==> src/rtl/multdiv_ctrl.sv <==
// multdiv_ctrl: sequencer between the execute stage and the iterative multdiv unit.
// It accepts one MULT/DIV at a time and latches its operands. It then pulses a
// one-cycle start strobe and stalls the pipeline while the unit works. It ignores
// a stale resultRDY for the first BLANK_CYC wait cycles. If the unit stays silent
// for too long, it forces completion with an exception. It returns a one-cycle
// writeback strobe.
//
// Ports
//   clock, reset                  : rising-edge clock, asynchronous active-high reset
//   op_valid/op_is_div/op_a/op_b/op_rd : request from execute stage
//   flush                         : squash in-flight op
//   md_operandA/B, md_ctrl_MULT/DIV : registered drive to multdiv
//   md_result/md_exception/md_resultRDY : multdiv response
//   stall (comb), busy            : pipeline freeze / sequencer not idle
//   wb_valid/wb_rd/wb_data/wb_exception : writeback to regfile path
module multdiv_ctrl #(
    parameter int unsigned DATA_W    = 32,
    parameter int unsigned RD_W      = 5,
    parameter int unsigned BLANK_CYC = 2,
    parameter int unsigned TIMEOUT   = 63
) (
    input  logic              clock,
    input  logic              reset,
    input  logic              op_valid,
    input  logic              op_is_div,
    input  logic [DATA_W-1:0] op_a,
    input  logic [DATA_W-1:0] op_b,
    input  logic [RD_W-1:0]   op_rd,
    input  logic              flush,
    output logic [DATA_W-1:0] md_operandA,
    output logic [DATA_W-1:0] md_operandB,
    output logic              md_ctrl_MULT,
    output logic              md_ctrl_DIV,
    input  logic [DATA_W-1:0] md_result,
    input  logic              md_exception,
    input  logic              md_resultRDY,
    output logic              stall,
    output logic              busy,
    output logic              wb_valid,
    output logic [RD_W-1:0]   wb_rd,
    output logic [DATA_W-1:0] wb_data,
    output logic              wb_exception
);

    localparam int unsigned CntW = $clog2(TIMEOUT + 1);
    localparam logic [CntW-1:0] BlankCnt   = CntW'(BLANK_CYC);
    localparam logic [CntW-1:0] TimeoutCnt = CntW'(TIMEOUT);

    typedef enum logic [1:0] {StIdle, StIssue, StWait, StDone} state_e;

    state_e            state_q, state_d;
    logic [CntW-1:0]   cnt_q, cnt_d;
    logic [RD_W-1:0]   rd_q, rd_d;
    logic [DATA_W-1:0] opa_q, opa_d, opb_q, opb_d;
    logic              mult_q, mult_d, div_q, div_d;
    logic              wb_valid_q, wb_valid_d;
    logic [RD_W-1:0]   wb_rd_q, wb_rd_d;
    logic [DATA_W-1:0] wb_data_q, wb_data_d;
    logic              wb_exc_q, wb_exc_d;
    logic              rdy_ok;

    always_comb begin
        state_d    = state_q;
        cnt_d      = cnt_q;
        rd_d       = rd_q;
        opa_d      = opa_q;
        opb_d      = opb_q;
        mult_d     = 1'b0;
        div_d      = 1'b0;
        wb_valid_d = 1'b0;
        wb_rd_d    = wb_rd_q;
        wb_data_d  = wb_data_q;
        wb_exc_d   = wb_exc_q;
        // A RDY seen during the blank window may belong to a squashed earlier op.
        rdy_ok     = md_resultRDY && (cnt_q >= BlankCnt);

        unique case (state_q)
            StIdle: begin
                if (op_valid && !flush) begin
                    state_d = StIssue;
                    opa_d   = op_a;
                    opb_d   = op_b;
                    rd_d    = op_rd;
                    // Start strobes are registered so they are high exactly in ISSUE.
                    mult_d  = !op_is_div;
                    div_d   = op_is_div;
                end
            end
            StIssue: begin
                cnt_d   = '0;
                state_d = flush ? StIdle : StWait;
            end
            StWait: begin
                cnt_d = (cnt_q == TimeoutCnt) ? cnt_q : cnt_q + 1'b1;
                if (flush) begin
                    state_d = StIdle;
                end else if (rdy_ok) begin
                    state_d    = StDone;
                    wb_valid_d = 1'b1;
                    wb_rd_d    = rd_q;
                    wb_data_d  = md_result;
                    wb_exc_d   = md_exception;
                end else if (cnt_q == TimeoutCnt) begin
                    state_d    = StDone;
                    wb_valid_d = 1'b1;
                    wb_rd_d    = rd_q;
                    wb_data_d  = '0;
                    wb_exc_d   = 1'b1;
                end
            end
            StDone: begin
                state_d = StIdle;
            end
            default: begin
                state_d = StIdle;
            end
        endcase
    end

    always_ff @(posedge clock or posedge reset) begin
        if (reset) begin
            state_q    <= StIdle;
            cnt_q      <= '0;
            rd_q       <= '0;
            opa_q      <= '0;
            opb_q      <= '0;
            mult_q     <= 1'b0;
            div_q      <= 1'b0;
            wb_valid_q <= 1'b0;
            wb_rd_q    <= '0;
            wb_data_q  <= '0;
            wb_exc_q   <= 1'b0;
        end else begin
            state_q    <= state_d;
            cnt_q      <= cnt_d;
            rd_q       <= rd_d;
            opa_q      <= opa_d;
            opb_q      <= opb_d;
            mult_q     <= mult_d;
            div_q      <= div_d;
            wb_valid_q <= wb_valid_d;
            wb_rd_q    <= wb_rd_d;
            wb_data_q  <= wb_data_d;
            wb_exc_q   <= wb_exc_d;
        end
    end

    assign md_operandA  = opa_q;
    assign md_operandB  = opb_q;
    assign md_ctrl_MULT = mult_q;
    assign md_ctrl_DIV  = div_q;
    assign busy         = (state_q != StIdle);
    // A flush arriving in DONE must still kill the writeback of that cycle.
    assign wb_valid     = wb_valid_q && !flush;
    assign wb_rd        = wb_rd_q;
    assign wb_data      = wb_data_q;
    assign wb_exception = wb_exc_q;
    // Low in DONE so the instruction leaves X on the DONE edge; forced low while in reset.
    assign stall        = !reset && (((state_q == StIdle) && op_valid && !flush) ||
                                     (state_q == StIssue) || (state_q == StWait));

endmodule
==> config.mk <==
export PLATFORM = sky130hd
export DESIGN_NAME = multdiv_ctrl
export DESIGN_NICKNAME = d
export VERILOG_FILES = /design/src/rtl/multdiv_ctrl.sv
export SDC_FILE = /design/constraint.sdc
export NUM_CORES = 1
export LEC_CHECK = 0
export CELL_PAD_IN_SITES_DETAIL_PLACEMENT = 2
export CELL_PAD_IN_SITES_GLOBAL_PLACEMENT = 2
export CORE_ASPECT_RATIO = 1.5
export CORE_MARGIN = 2
export CORE_UTILIZATION = 26
export CTS_CLUSTER_DIAMETER = 60
export DETAILED_ROUTE_END_ITERATION = 7
export PLACE_DENSITY_LB_ADDON = 0.1
export SETUP_SLACK_MARGIN = 0.3
export SLEW_MARGIN = 40
export SYNTH_ARGS = -nofsm -noshare
export SYNTH_HDL_FRONTEND = slang
export SYNTH_SLANG_ARGS = --single-unit
==> constraint.sdc <==
create_clock -name clock -period 4.5 [get_ports clock]
set_clock_uncertainty 0.15 [all_clocks]
set_input_delay 0.45 -clock clock [delete_from_list [all_inputs] [get_ports clock]]
set_output_delay 0.45 -clock clock [all_outputs]
set_load 0.03 [all_outputs]
==> impl_summary.txt <==
----------------------------------------------------
[Placement]
  GPL Wtd Cong ... 0.705
  Buffers on Ports ... 214
  Detailed Place HPWL ... 10.3 mm

[Logic synthesis]
  Async set-reset flop share out of synthesis ... 100%
  Compound-gate portion of the synthesized area ... 9.50%
  Cell type with the largest total area after synthesis ... dfrtp_1
  Synthesized Nets ... 407
  Register bit total from synthesis ... 118
  Portion of netlist area occupied by mux cells ... 18.5%
  Share of synthesized cell area in and, or, nand and nor gates ... 3.67%
  Adder-cell area share of the yosys netlist ... 0.555%
  Cell types with the largest area share after synthesis ... dfrtp_1, mux2_2, a22o_1
  Avg Cell Area, Syn ... 15.2 um2
  Xor and xnor fraction of the mapped netlist area ... 0.194%
  Sequential-to-total area share from yosys stat ... 65.5%
  EDFF count, synth ... 0
  Count of warnings emitted by yosys ... 0
  Top flip-flop cell by instance count after synthesis ... dfrtp_1
  Cell count after synthesis ... 297
  Synthesized area ... 4510 um2
  Count of cell types in the netlist ... 33
  Combinational family with the most area after synthesis ... multiplexers
  Area share of the largest cell type after synthesis ... 65.5%

[Flow run]
  Number of max-cap violations ... 0

[Global routing]
  Number of global-route vias before repair ... 3906
  Maximum number of pins on one net before global-route repair ... 76
  Wire length of the first global-routing pass ... 22.4 mm
  GRT overflow ... 0
  Antenna violations before repair ... 1
  Global-route usage over all layers ... 15.9%

[Worst setup path]
  Worst Setup End Kind ... output pin
  Startpoint types ... flop
  Category of the critical setup timing path ... flop to output pin
  Req. time, crit path ... 3900 ps
  Critical path arrival ... 2350 ps
  Max Fanout on Critical Path ... 13
  Startpoint of the worst-slack reg-to-reg timing path ... cnt_q[0]
  Worst setup path startpoint ... state_q[0]

[Min path]
  Worst hold-check path type ... flop to flop
  Origin of the worst min-delay path ... wb_rd[4]

[STA]
  Total negative slack for setup checks ... 0 ps
  Share of the clock period used by the worst path ... 65.5%
  Count of final max-slew check failures ... 0
  Unrepaired setup endpoints after global routing ... false
  Crit path time final ... 2950 ps
  Final number of hold-violating endpoints ... 0
  Count of endpoints failing setup in the final report ... 0
  Actual transition at the worst max-transition pin ... 677 ps
  Tightest slew margin relative to the limit ... 54.9%
  F_max ... 339 MHz

[Power and ir drop]
  Largest voltage drop on the vdd net ... 0.264 mV
  Post-route total power ... 4.70 mW
  Leak pwr ... 3.15 nW
  Power density normalized to cell area ... 628 nW/um2

[Routing]
  Routed wire per std cell ... 19.2 um
  1st-pass router iterations ... 4
  Number of DRC violations after detailed-routing iteration 0 ... 73
  DR vias ... 3418
  Final WL ... 14.3 mm
  Final ANT Viol Nets ... 0
  Drc violations ... 0
  Routed via count divided by cell count ... 4.60

[Clock tree]
  Bufs on Longest Clock Path ... 2
  H-tree depth reported by CTS ... 4
  Clock root buffer ... clkbuf_16
  Clock transition at path regs ... 50 ps
  Clock buffer count from CTS ... 17
  Hold-fix buffers, CTS ... 0
  Clock latency at the later pin of the worst-skew pair ... 410 ps
  Num Clock Sinks ... 118
  Setup bufs post-CTS ... 0
  Total of cells resized after clock tree synthesis ... 0
  Clock tree from TritonCTS ... done

[Die]
  Die extent in x ... 111 um
  DIE HEIGHT ... 165 um
  Area enclosed by the die boundary ... 18400 um2
  Initial standard-cell utilization of the core ... 26.2%
  Site row count ... 59
  Placeable core region ... 17200 um2
  I/O pin total ... 215

[Final layout]
  Area added between synthesis and finish ... 66.2%
  Net count reported at finish ... 628
  Most frequent cells in the layout ... clkdlybuf4s50_1, dfrtp_1, mux2_2
  Most common library cell in the layout ignoring fill and taps ... clkdlybuf4s50_1
  Fraction of final layout cells sized beyond drive strength 1 ... 21.7%

[Run status]
  Result of the run ... finished clean

----------------------------------------------------
[sequential cells by signal (all words and copies together) (netlist names)]
register      flops
state_q           2
wb_rd             5
md_operandA      32
wb_exception      1
md_ctrl_MULT      1
cnt_q             6
md_operandB      32
wb_data          32
md_ctrl_DIV       1
wb_valid_q        1
rd_q              5
[power by group]
part	switching [mW]	internal [mW]
clock network	0.470	0.887
logic	0.939	0.839
registers	0.188	1.38
total	1.60	3.10
[cells in the mapped netlist, drive strengths merged (3+ instances only)]
master  instances
dfrtp         118
mux2           74
a22o           34
buf            11
nor2            9
a21oi           6
nand2           6
clkbuf          5
inv             5
nand3           4
nor2b           3
[cell type report]
type                       count  area (um2)
fill                        1726        9710
sequential                   118        2950
timing repair buffer         218        2190
multi-input combinational    158        1470
clock buffer                  20         457
tap                          213         267
clock inverter                10         130
inverter                       5        21.3
antenna                        1        2.50
[cells by family (layout without fill, tap and decap cells)]
| kind of cell | count (synthesis) | in the layout |
|---|---|---|
| muxes | 74 | 74 |
| xor gates and xnor gates | 1 | 1 |
| adders and majority gates | 2 | 2 |
| DFF | 118 | 118 |
| buffers and inverters | 21 | 253 |
| AOI/OAI and AO/OA | 51 | 51 |
| and+or+nand+nor | 30 | 30 |
| other | 0 | 1 |
[through the flow]
step | utilization [%] | cell area [um2] | hold WS (ps) | setup WS [ps] | cells
after CTS | 43.5 | 7480 | 343 | 1510 | 742
after global routing | 43.5 | 7490 | 362 | 1450 | 743
after floorplan | - | 4510 | 310 | 771 | 297
after global placement | 40.1 | 6890 | 322 | 1620 | 712
final | 43.5 | 7490 | 334 | 1550 | 743
after detailed placement | 40.1 | 6900 | 329 | 1580 | 712
[path summary, 6_finish.rpt]
| kind | slack (ps) | endpoint | cells after the start |
|---|---|---|---|
| setup / recovery | 1550 | stall | 4 |
| hold / removal | 330 | wb_rd[4] | 1 |
| setup reg to reg | 1880 | wb_data[1] | 8 |
| hold reg to reg | 330 | wb_rd[4] | 1 |
| max in group asynchronous | 3030 | wb_data[1] | 3 |
| min in group asynchronous | 340 | md_ctrl_DIV | 2 |
[layer usage]
| layer | vias up | global-route usage, % | part of all wire (%) |
|---|---|---|---|
| met3 | 18 | 6.97 | 8.2 |
| li1 | 1515 | - | - |
| met5 | - | 0 | 0 |
| met4 | 0 | 6.34 | 1.5 |
| met2 | 135 | 27.7 | 54 |
| met1 | 1750 | 17.2 | 36 |
[critical path, stage by stage (launching register included)]
cell,delay (ps)
dfrtp_1,530
nor2_1,350
nand3_1,210
a21oi_1,160
clkdlybuf4s50_1,700
(Power assumes the default switching activity.)
